===== config.mk =====
export PLATFORM = sky130hd
export DESIGN_NAME = risc_sequencer
export DESIGN_NICKNAME = d
export VERILOG_FILES = /design/src/rtl/risc_sequencer.sv
export SDC_FILE = /design/constraint.sdc
export NUM_CORES = 1
export LEC_CHECK = 0
export CAP_MARGIN = 20
export CORE_MARGIN = 1.5
export CORE_UTILIZATION = 49
export DETAILED_ROUTE_END_ITERATION = 10
export GPL_TIMING_DRIVEN = 0
export PLACE_DENSITY = 0.9
export SYNTH_ARGS = -nofsm -noshare
export SYNTH_HDL_FRONTEND = slang
export SYNTH_SLANG_ARGS = --single-unit
export TNS_END_PERCENT = 100

===== constraint.sdc =====
create_clock -name clk -period 2.9 [get_ports clk]
set_input_delay 0.435 -clock clk [delete_from_list [all_inputs] [get_ports clk]]
set_output_delay 0.435 -clock clk [all_outputs]
set_load 0.02 [all_outputs]

===== src/rtl/risc_sequencer.sv =====
// ---------------------------------------------------------------------------
// RiscSequencer -- multi-cycle control sequencer for a small 8-opcode RISC.
//
// Walks each instruction through FETCH -> DECODE -> EXEC -> (MEM) -> (WB)
// and decodes the datapath load enables and mux selects from the current
// state and an opcode register latched in DECODE.
//
// Ports
//   clk       rising-edge clock
//   rst       asynchronous active-high reset
//   run       permits a new fetch (sampled in FETCH with nothing outstanding)
//   opcode    instruction opcode field, valid from the cycle after ir_we
//   eq_out    ALU equality result, valid in EXEC
//   mem_ack   unified memory acknowledge (one-cycle pulse)
//   mem_req   memory request, held until mem_ack
//   mem_we    memory write strobe (SW only)
//   addr_sel  0 = PC addresses memory, 1 = ALU result addresses memory
//   ir_we, mdr_we, pc_we, reg_we   datapath load enables
//   alu_op    00 ADD, 01 NAND, 10 PASS1, 11 EQ
//   pc_sel    00 PC+1, 01 PC+1+imm, 10 ALU result
//   wb_sel    00 ALU result, 01 MDR, 10 PC
//   state     current state code for debug
//   retire    one-cycle pulse on instruction completion
//   icount    wrapping count of retired instructions
// ---------------------------------------------------------------------------
module risc_sequencer (
   input  logic        clk,
   input  logic        rst,
   input  logic        run,
   input  logic [2:0]  opcode,
   input  logic        eq_out,
   input  logic        mem_ack,
   output logic        mem_req,
   output logic        mem_we,
   output logic        addr_sel,
   output logic        ir_we,
   output logic        mdr_we,
   output logic        pc_we,
   output logic        reg_we,
   output logic [1:0]  alu_op,
   output logic [1:0]  pc_sel,
   output logic [1:0]  wb_sel,
   output logic [2:0]  state,
   output logic        retire,
   output logic [15:0] icount
);

   typedef enum logic [2:0] {
      S_FETCH  = 3'd0,
      S_DECODE = 3'd1,
      S_EXEC   = 3'd2,
      S_MEM    = 3'd3,
      S_WB     = 3'd4
   } state_t;

   localparam logic [2:0] OP_ADD  = 3'b000;
   localparam logic [2:0] OP_ADDI = 3'b001;
   localparam logic [2:0] OP_NAND = 3'b010;
   localparam logic [2:0] OP_LUI  = 3'b011;
   localparam logic [2:0] OP_LW   = 3'b100;
   localparam logic [2:0] OP_SW   = 3'b101;
   localparam logic [2:0] OP_BEQ  = 3'b110;
   localparam logic [2:0] OP_JALR = 3'b111;

   localparam logic [1:0] ALU_ADD  = 2'b00;
   localparam logic [1:0] ALU_NAND = 2'b01;
   localparam logic [1:0] ALU_PASS = 2'b10;
   localparam logic [1:0] ALU_EQ   = 2'b11;

   state_t      r_state;
   state_t      w_nextState;
   logic        r_fetchPending;
   logic        w_nextPending;
   logic [2:0]  r_op;
   logic [15:0] r_icount;
   logic [1:0]  w_aluOp;

   assign state  = r_state;
   assign icount = r_icount;

   // State register. Reset lands in FETCH with no fetch outstanding, which
   // also drops mem_req immediately because mem_req is decoded from these.
   always_ff @(posedge clk or posedge rst) begin
      if (rst) begin
         r_state        <= S_FETCH;
         r_fetchPending <= 1'b0;
      end else begin
         r_state        <= w_nextState;
         r_fetchPending <= w_nextPending;
      end
   end

   // The opcode is captured once in DECODE so that later states never see
   // the live opcode input.
   always_ff @(posedge clk or posedge rst) begin
      if (rst) begin
         r_op <= 3'd0;
      end else if (r_state == S_DECODE) begin
         r_op <= opcode;
      end
   end

   // Retired-instruction counter; plain 16-bit add so it wraps naturally.
   always_ff @(posedge clk or posedge rst) begin
      if (rst) begin
         r_icount <= 16'd0;
      end else if (retire) begin
         r_icount <= r_icount + 16'd1;
      end
   end

   // ALU function for the latched opcode, shared by EXEC and WB so WB keeps
   // the operation EXEC used.
   always_comb begin
      w_aluOp = ALU_ADD;
      case (r_op)
         OP_ADD, OP_ADDI: w_aluOp = ALU_ADD;
         OP_NAND:         w_aluOp = ALU_NAND;
         OP_LUI:          w_aluOp = ALU_PASS;
         OP_LW, OP_SW:    w_aluOp = ALU_ADD;
         OP_BEQ:          w_aluOp = ALU_EQ;
         OP_JALR:         w_aluOp = ALU_PASS;
         default:         w_aluOp = ALU_ADD;
      endcase
   end

   // Next-state and output decode. A fetch request becomes outstanding on
   // the edge where run is seen high in FETCH, and stays outstanding until
   // it is acknowledged regardless of run. mem_ack only has an effect while
   // a request is actually being presented.
   always_comb begin
      w_nextState   = r_state;
      w_nextPending = 1'b0;
      mem_req       = 1'b0;
      mem_we        = 1'b0;
      addr_sel      = 1'b0;
      ir_we         = 1'b0;
      mdr_we        = 1'b0;
      pc_we         = 1'b0;
      reg_we        = 1'b0;
      alu_op        = ALU_ADD;
      pc_sel        = 2'b00;
      wb_sel        = 2'b00;
      retire        = 1'b0;

      case (r_state)
         S_FETCH: begin
            if (r_fetchPending) begin
               mem_req = 1'b1;
               if (mem_ack) begin
                  ir_we       = 1'b1;
                  pc_we       = 1'b1;
                  w_nextState = S_DECODE;
               end else begin
                  w_nextPending = 1'b1;
               end
            end else begin
               w_nextPending = run;
            end
         end

         S_DECODE: begin
            w_nextState = S_EXEC;
         end

         S_EXEC: begin
            alu_op = w_aluOp;
            case (r_op)
               OP_LW, OP_SW: begin
                  w_nextState = S_MEM;
               end
               OP_BEQ: begin
                  pc_we       = eq_out;
                  pc_sel      = 2'b01;
                  retire      = 1'b1;
                  w_nextState = S_FETCH;
               end
               OP_JALR: begin
                  reg_we      = 1'b1;
                  wb_sel      = 2'b10;
                  pc_we       = 1'b1;
                  pc_sel      = 2'b10;
                  retire      = 1'b1;
                  w_nextState = S_FETCH;
               end
               default: begin
                  w_nextState = S_WB;
               end
            endcase
         end

         S_MEM: begin
            mem_req  = 1'b1;
            addr_sel = 1'b1;
            alu_op   = ALU_ADD;
            mem_we   = (r_op == OP_SW);
            if (mem_ack) begin
               if (r_op == OP_SW) begin
                  retire      = 1'b1;
                  w_nextState = S_FETCH;
               end else begin
                  mdr_we      = 1'b1;
                  w_nextState = S_WB;
               end
            end
         end

         S_WB: begin
            reg_we      = 1'b1;
            wb_sel      = (r_op == OP_LW) ? 2'b01 : 2'b00;
            alu_op      = w_aluOp;
            retire      = 1'b1;
            w_nextState = S_FETCH;
         end

         default: begin
            w_nextState = S_FETCH;
         end
      endcase
   end

endmodule


==> flow_summary.yaml, run 1 <==
outcome:
  status: "finished, final reports clean"
worst_setup_path:
  critPathLaunchType: "flop"
  rr_worst_depth: 7
  startpoint: "state[2]"
  critical-path-max-stage-delay_ns: 0.60
  worstPathArrival_ns: 2.29
  r2r_start: "state[2]"
  cp_data_required_time_ns: 2.47
  cp.depth: 6
  critPathBufInv: 3
  end_kind: "output pin"
  worstPathMaxFanout: 10
  slowest_stage: "clkdlybuf4s50_1"
  cp_top_family: "buffers and inverters"
  path_cells: "buf_2 > nor2b_2 > a31oi_2 > o2bb2ai_4 > buf_12 > clkdlybuf4s50_1"
  critical_path_class: "reg2out"
floorplanning:
  die_w_um: 54.88
  num_io_pins: 41
  initial_core_util_pct: 52.28
  die-area_um2: 3012
  die_h_um: 54.88
  num_rows: 18
  core_area_um2: 2522
yosys:
  syn-cell-area_um2: 1319
  ys_ff_latch: 23
  synth-edff-count: 0
  synth.distinct_cells: 40
  ys.flop_type: "dfrtp_1"
  synth_fp_nets: 135
  async_flop_share_pct: 100.0
  yosysWarnings: 0
  syn_inst: 126
  synth.avg_cell_area_um2: 10.47
  synth-seq-area-share_pct: 43.64
sta:
  fin_crit_ns: 2.725
  finalMaxSlewViolations: 0
  fin_crit_sh_pct: 93.97
  timing.fmax_ghz: 0.3669
  finalSetupViolations: 0
  finClkSkew_ns: 0.004729
  max-slew-margin-rel_pct: 43.24
  rsz0062_at_grt: "false"
  finalHoldViolCount: 0
  setup_tns_ns: 0
  worstMarginPinSlew_ns: 0.8505
power_and_ir_drop:
  power.leakage_nw: 0.7247
  ir_worst_vdd_v: 0.0005496
  power_density_nw_per_um2: 753.9
layout:
  drive_above_1_share_pct: 12.94
  nets: 180
  final_area_um2: 1783
  mostFrequentLayoutCells: "40 x clkdlybuf4s50_1, 23 x dfrtp_1, 14 x nor2_1"
  diodes: 0
  synthToLayoutAreaGrowth_pct: 35.20
  final_common_cell: "clkdlybuf4s50_1"
drt:
  via_per_inst: 5.390
  drt_wl_total_um: 2691
  drt_iter0_drc: 16
  vias: 1078
  route.detailed.drc: 0
  ant_nets: 0
  detail_route.wl_per_cell_um: 13.46
  first_pass_iters: 4
global_routing:
  grt_pass1_wl_um: 4402
  grtUsageTotal_pct: 20.25
  antenna_found_initial: 0
  grt_overflow: 0
  grt_pass1_vias: 1042
  grt_max_degree: 24
clock_network:
  h-tree-depth: 1
  cts_root_buf: "clkbuf_4"
  cts_sinks: 23
  post_cts_buffers: 0
  cts_resized: 0
  cts.path.max_buffers: 2
  cts.reportedPaths.clkPinSlew_ns: 0.11
  clock_latency_ns: 0.30
  cts_made_buffers: 3
  cts_tree: "yes"
  postCtsHoldBufs: 0
placed_design:
  dp_hpwl_um: 2047
  placed_cell_area_um2: 1757
  place_congestion: 0.8009
  io_buffers: 40
worst_hold_path:
  min_from: "icount[15]"
  hold_depth: 1
  hp-class: "reg2reg"
job:
  drv_cap: 0
==> final timing paths <==
| check | end | slack, ns |
|---|---|---|
| max | retire | 0.17 |
| min | icount[15] | 0.48 |
| max reg2reg | icount[11] | 1.16 |
| min reg2reg | icount[15] | 0.48 |
| max in group asynchronous | state[2] | 1.77 |
| min in group asynchronous | state[1] | 0.60 |
==> registers in the layout (all words and copies together), names as in the netlist <==
name	flops
r_fetchPending	1
state	3
icount	16
r_op	3
==> cell usage after synthesis (3+ instances only) <==
master	instances	area [um2]
nor3_1	3	15.01
nor2_1	14	52.55
xnor2_1	12	105.1
and3_1	6	37.54
nand3_1	10	50.05
mux2_2	3	33.78
dfrtp_1	23	575.6
inv_1	4	15.01
nand4_1	4	25.02
a21oi_1	3	15.01
nand2_1	5	18.77
o21ai_0	6	30.03
==> worst reg2reg max path, stage by stage (launching register included) <==
cell,delay [ns]
dfrtp_1,0.40
buf_2,0.19
nor2b_2,0.21
a31oi_2,0.14
o2bb2ai_4,0.29
buf_12,0.17
nand3_1,0.10
xnor2_1,0.15
==> report_power, final <==
group / internal [W] / total [W] / switching, W
clock: 0.0000535 / 0.000142 / 0.0000882
combinational: 0.000338 / 0.000710 / 0.000372
sequential: 0.000395 / 0.000492 / 0.0000971
==> kinds of logic (layout without fill, tap and decap cells) <==
group | Yosys count | count (layout) | synth area share, %
AOI/OAI and AO/OA | 14 | 14 | 8.065
xor gates and xnor gates | 15 | 15 | 10.53
muxes | 4 | 4 | 3.321
and+or+nand+nor | 59 | 59 | 28.08
adders and majority gates | 1 | 1 | 0.9486
buffers and inverters | 10 | 54 | 5.407
DFF | 23 | 23 | 43.64
==> cell type report <==
cell class / instances / area (um2)
multi-input cells: 93 / 671.9
plain buffers: 5 / 47.55
inverters: 5 / 23.77
flip-flops and latches: 23 / 575.6
clock buffers: 4 / 26.28
fillers: 212 / 739.5
well taps: 30 / 37.54
repair buffers: 40 / 400.4
==> per-stage QoR <==
| stage | setup slack [ns] | utilization, % | instances | hold WS (ns) | total power, W |
|---|---|---|---|---|---|
| after floorplan | 0.8326 | - | 126 | 0.4369 | 0.0009473 |
| after global placement | 0.4123 | 69.64 | 196 | 0.4580 | 0.001191 |
| after detailed placement | 0.3929 | 69.64 | 196 | 0.4621 | 0.001211 |
| after CTS | 0.1522 | 70.68 | 200 | 0.4801 | 0.001357 |
| after global routing | 0.01353 | 70.68 | 200 | 0.5036 | 0.001437 |
| final | 0.1748 | 70.68 | 200 | 0.4755 | 0.001344 |
==> metal layers <==
metal  vias up  global-route usage (%)  part of all wire, %
met5         -                       0                    0
met3         6                   3.825                  4.7
met2        39                   34.33                   47
li1        524                       -                    -
met4         0                   9.167                  1.8
met1       509                   24.62                   46
No activity file was read; power rests on OpenSTA's default activity.
==> inputs of run 2 (changes only) <==
Settings changed: ABC_AREA from default to 1, CORE_UTILIZATION 49 to 51, PLACE_DENSITY 0.9 to 0.92.
==> run 2 against run 1 <==
Effect of this change:
- via count rose by 40%
- clock skew up 0.0085 ns
- routed wire length rose by 23%
- global-route usage increased by 3.3 points
- die area up 4.6%
- hold slack better by 0.086 ns
- cell count rose by 43%
- sequential cell count unchanged
- register-to-register slack better by 0.14 ns
- clock power rose by 6%
- power up 3.5%
- critical path depth fell by 1
- largest power group unchanged
==> flow_summary.yaml, run 2 <==
yosys:
  synth_area_leader_cell: "dfrtp_1"
  synthTopCellsByArea: "dfrtp_1 40%, nand2_1 20%, nand3_1 9.4%, nor2_1 6.8%, inv_1 4.7%"
  synth.avg_cell_area_um2: 6.924
  synth-adder-area-share_pct: 0.8688
  yosysWarnings: 0
  synth_compound_gate_area_share_pct: 3.128
  ys_ff_latch: 23
  synth_xor_area_share_pct: 4.257
  synth_top_area_share_pct: 39.97
  synth_most_common_cell: "nand2_1"
  synth.distinct_cells: 23
  synth-simple-area-share_pct: 43.61
  ys.flop_type: "dfrtp_1"
  muxShareOfSynthArea_pct: 0.7819
  synth-edff-count: 0
  async_flop_share_pct: 100.0
  syn_inst: 208
  syn-cell-area_um2: 1440
  synth-seq-area-share_pct: 39.97
  synth_top_family_by_area: "simple AND/OR/NAND/NOR gates"
  synth_fp_nets: 217
  synthTopCellsByCount: "76 x nand2_1, 27 x nand3_1, 26 x nor2_1"
worst_setup_path:
  end_kind: "output pin"
  critPathBufInv: 2
  cp_data_required_time_ns: 2.47
  critPathLaunchType: "flop"
  worstPathArrival_ns: 2.31
  path_cells: "nor3_4 > nand4_4 > nand2_4 > buf_6 > clkdlybuf4s50_1"
  worstPathMaxFanout: 10
  slowest_stage: "clkdlybuf4s50_1"
  critical-path-max-stage-delay_ns: 0.60
  cp_top_family: "buffers and inverters"
  critical_path_class: "reg2out"
floorplanning:
  die_w_um: 56.14
  core_area_um2: 2710
  num_rows: 19
  initial_core_util_pct: 53.14
  die_h_um: 56.14
  die-area_um2: 3152
  num_io_pins: 41
drt:
  vias: 1509
  drt_wl_total_um: 3315
  via_per_inst: 5.295
  detail_route.wl_per_cell_um: 11.63
  route.detailed.drc: 0
  drt_iter0_drc: 66
  first_pass_iters: 4
  ant_nets: 0
outcome:
  status: "finished, final reports clean"
sta:
  max-slew-margin-rel_pct: 43.87
  fin_crit_ns: 2.747
  worstMarginPinSlew_ns: 0.8410
  finClkSkew_ns: 0.01321
  fin_crit_sh_pct: 94.72
  finalMaxSlewViolations: 0
  timing.fmax_ghz: 0.3640
  rsz0062_at_grt: "false"
  worst_slack_ns: 0.1531
  finalSetupViolations: 0
  finalHoldViolCount: 0
  setup_tns_ns: 0
placed_design:
  io_buffers: 40
  place_ws_ns: 0.3093
  place_congestion: 0.8547
  placed_cell_area_um2: 1879
  dp_hpwl_um: 2505
layout:
  synthToLayoutAreaGrowth_pct: 33.62
  final_area_um2: 1924
  final_common_cell: "nand2_1"
  seq_area_um2: 575.6
  multi_input_area_um2: 760.7
  fillers: 222
  nets: 264
  mostFrequentLayoutCells: "76 x nand2_1, 40 x clkdlybuf4s50_1, 27 x nand3_1"
  drive_above_1_share_pct: 7.087
  largest_register_ffs: 16
  diodes: 0
clock_network:
  cts.reportedPaths.clkPinSlew_ns: 0.13
  postCtsHoldBufs: 0
  clock_latency_ns: 0.32
  cts_made_buffers: 3
  cts_sinks: 23
  h-tree-depth: 1
  cts.path.max_buffers: 2
  cts_root_buf: "clkbuf_4"
  cts_tree: "yes"
job:
  drv_cap: 0
global_routing:
  grtUsageTotal_pct: 23.59
  grt_max_degree: 24
  grt_pass1_wl_um: 5878
  grt_pass1_vias: 1338
  antenna_found_initial: 0
  grt_overflow: 0
power_and_ir_drop:
  internal_power_w: 0.0007508
  combPwrFrac_pct: 54.8
  swShare_pct: 46.02
  power.leakage_nw: 0.9144
  clkPwrFrac_pct: 10.8
  power_density_nw_per_um2: 722.8
  seq_power_share_pct: 34.4
  ir_worst_vdd_v: 0.0006402
  netSwitchingPower_w: 0.0006401
worst_hold_path:
  hp-class: "in2async"
## run 2: cell types whose count changed after synthesis, moves of 6 or more
cell,previous run,this run
and3_1,6,0
inv_1,4,18
nand2_1,5,76
nand3_1,10,27
nor2_1,14,26
xnor2_1,12,3
## run 2: layout make-up
cell class,instances,share of cell area [%]
repair buffers,42,21.59
well taps,31,2.016
plain buffers,4,1.430
inverters,21,4.096
flip-flops and latches,23,29.91
multi-input cells,160,39.53
clock buffers,3,1.170
clock inverters,1,0.2601
## run 2: final timing paths
check                           startpoint              to  slack [ns]  cells after the start
worst min-delay path                   rst  r_fetchPending        0.56                      2
max in group asynchronous              rst      icount[15]        1.81                      2
worst max register to register   icount[0]       icount[8]        1.30                      7
worst max-delay path              state[2]          retire        0.15                      5
min in group clk                icount[15]      icount[15]        0.58                      2
worst min register to register  icount[15]      icount[15]        0.58                      2
## run 2: layer usage
layer | vias up | routed length, um | GRT usage [%]
met4 | 0 | 21 | 5.442
met3 | 4 | 190 | 4.186
met2 | 45 | 1614 | 38.32
li1 | 755 | - | -
met1 | 705 | 1489 | 32.98
met5 | - | 0 | 0
## run 2: per-stage QoR
stage	instances	util (%)	hold WS (ns)	total power, W
final	285	71.01	0.5616	0.001391
after global routing	285	71.01	0.6330	0.001492
after CTS	283	70.36	0.5748	0.001380
after detailed placement	279	69.34	0.5411	0.001231
after global placement	279	69.34	0.5316	0.001211
after floorplan	208	-	0.4369	0.0009414
## run 2: repair_timing
item / CTS / global route
setup buffers: 0 / 2
gates resized for setup: 0 / 1
endpoints found under the setup margin: 0 / 1
## run 2: cell families after synthesis
group | Yosys count
flops | 23
mux | 1
buf+inv | 25
xor+xnor | 7
fa+ha+maj | 1
compound gates | 9
simple gates | 142
## run 2: power by group through the flow
stage          Combinational [W]  Clock (W)  Sequential, W
3_3_place_gp            0.000732          0       0.000479
3_5_place_dp            0.000750          0       0.000482
5_1_grt                 0.000830   0.000170       0.000491
4_1_cts                 0.000752   0.000152       0.000476
6_report                0.000762   0.000150       0.000479
2_1_floorplan           0.000425          0       0.000517
==> inputs of run 3 (changes only) <==
Settings changed: CORE_ASPECT_RATIO from default to 2, CORE_UTILIZATION 51 to 25, HOLD_SLACK_MARGIN from default to 0.03, PLACE_DENSITY 0.92 to 0.54.
==> run 3 against run 2 <==
Effect of this change:
- clock power up 110%
- sequential power about the same
- hold slack better by 0.0092 ns
- clock skew down 0.0090 ns
- worst setup slack worse by 0.013 ns
- global-route usage down 11 points
- via count down 3.0%
- power up 11%
- first-iteration DRC count down 59%
==> flow_summary.yaml, run 3 (synthesis gave the netlist of run 2 again) <==
drt:
  drt_iter0_drc: 27
  detail_route.wl_per_cell_um: 12.02
  vias: 1463
  route.detailed.drc: 0
  ant_nets: 0
  drt_wl_total_um: 3761
  via_per_inst: 4.674
  first_pass_iters: 4
layout:
  synthToLayoutAreaGrowth_pct: 38.66
  drive_above_1_share_pct: 5.952
  final_common_cell: "nand2_1"
  fillers: 597
  nets: 262
  mostFrequentLayoutCells: "76 x nand2_1, 40 x clkdlybuf4s50_1, 27 x nand3_1"
  diodes: 0
  largest_register_ffs: 16
  stdcell_count: 313
global_routing:
  grt_max_degree: 24
  grt_overflow: 0
  antenna_found_initial: 0
  grt_pass1_vias: 1419
  grtUsageTotal_pct: 12.90
  grt_pass1_wl_um: 6396
worst_setup_path:
  worstPathArrival_ns: 2.33
  worstPathMaxFanout: 10
  end_kind: "output pin"
  critical-path-max-stage-delay_ns: 0.61
  slowest_stage: "clkdlybuf4s50_1"
  critical_path_class: "reg2out"
  rrSetupSlack_ns: 1.28
  path_cells: "nor2_1 > nand4_1 > nand2_1 > inv_2 > nand2_4 > buf_6 > clkdlybuf4s50_1"
  critPathLaunchType: "flop"
  cp_data_required_time_ns: 2.47
  critPathBufInv: 3
  cp.depth: 7
  rr_worst_depth: 8
  cp_top_family: "buffers and inverters"
sta:
  finalMaxSlewViolations: 0
  finClkSkew_ns: 0.004183
  fin_crit_sh_pct: 95.18
  setup_tns_ns: 0
  finalHoldViolCount: 0
  timing.fmax_ghz: 0.3623
  worst_slack_ns: 0.1399
  rsz0062_at_grt: "false"
  worstMarginPinSlew_ns: 0.9526
  max-slew-margin-rel_pct: 36.42
  finalSetupViolations: 0
  fin_crit_ns: 2.760
power_and_ir_drop:
  power_density_nw_per_um2: 770.5
  power.leakage_nw: 0.9287
  clkPwrFrac_pct: 20.1
  swShare_pct: 43.01
  ir_worst_vdd_v: 0.0003682
  netSwitchingPower_w: 0.0006618
  internal_power_w: 0.0008769
  combPwrFrac_pct: 48.7
  seq_power_share_pct: 31.2
placed_design:
  io_buffers: 40
  place_congestion: 0.7894
  place_ws_ns: 0.2774
  dpl.cell_count: 309
  dp_hpwl_um: 2768
floorplanning:
  core_area_um2: 5612
  die_w_um: 56.67
  initial_core_util_pct: 25.66
  num_rows: 39
  num_io_pins: 41
  die_h_um: 110.3
  die-area_um2: 6253
clock_network:
  cts.reportedPaths.clkPinSlew_ns: 0.06
  cts_made_buffers: 3
  post_cts_buffers: 0
  cts_sinks: 23
  clock_latency_ns: 0.26
  cts_resized: 0
  h-tree-depth: 1
  cts.path.max_buffers: 2
  cts_tree: "yes"
  cts_root_buf: "clkbuf_16"
  postCtsHoldBufs: 0
worst_hold_path:
  hp-class: "reg2reg"
  hold_depth: 2
job:
  drv_cap: 0
outcome:
  status: "finished, final reports clean"
-- run 3: cell count changes in the layout (fill, tap and decap cells not counted), sizes merged --
cell	delta
buf	-2
-- run 3: worst register-to-register path, stage by stage (launching register included) --
cell and delay, ns:
dfrtp_1 0.46, nor2_1 0.21, nand4_1 0.24, nand2_1 0.15
inv_2 0.09, nand2_4 0.14, buf_6 0.16, nand2_1 0.05
nand2_1 0.05
-- run 3: cell type report --
class / count / area, um2 / share of cell area (%)
timing repair buffer: 40 / 400.4 / 20.05
inverter: 21 / 78.83 / 3.947
clock inverter: 1 / 5.005 / 0.2506
tap: 61 / 76.32 / 3.822
buffer: 4 / 27.53 / 1.378
sequential: 23 / 575.6 / 28.82
multi-input combinational: 160 / 758.2 / 37.97
clock buffer: 3 / 75.07 / 3.759
-- run 3: metrics by stage --
step / utilization (%) / hold slack, ns / area (um2) / total power [W]
final: 35.59 / 0.5708 / 1997 / 0.001539
after global placement: 34.16 / 0.5529 / 1917 / 0.001234
after floorplan: - / 0.4369 / 1440 / 0.0009414
after global routing: 35.59 / 0.6101 / 1997 / 0.001652
after CTS: 35.59 / 0.5812 / 1997 / 0.001561
after detailed placement: 34.16 / 0.5584 / 1917 / 0.001243
-- run 3: per-layer routing --
metal  vias to the layer above  global-route usage [%]  share of wire [%]
li1                        752                       -                  -
met1                       667                   16.26                 46
met2                        37                   21.51                 48
met3                         7                   1.867                3.7
met4                         0                   5.952                2.0
met5                         -                       0                  0
-- run 3: power by group through the flow --
stage,Sequential (W),Clock [W],Combinational [W]
2_1_floorplan,0.000517,0,0.000425
5_1_grt,0.000493,0.000333,0.000826
3_5_place_dp,0.000486,0,0.000758
4_1_cts,0.000480,0.000320,0.000761
6_report,0.000480,0.000309,0.000749
3_3_place_gp,0.000485,0,0.000749
-- run 3: worst paths after layout --
path                                     start              to
max in group asynchronous                  rst       icount[7]
worst max register to register        state[2]       icount[9]
worst min-delay path            r_fetchPending  r_fetchPending
min in group asynchronous                  rst  r_fetchPending
worst max-delay path                  state[2]          retire
worst min register to register  r_fetchPending  r_fetchPending
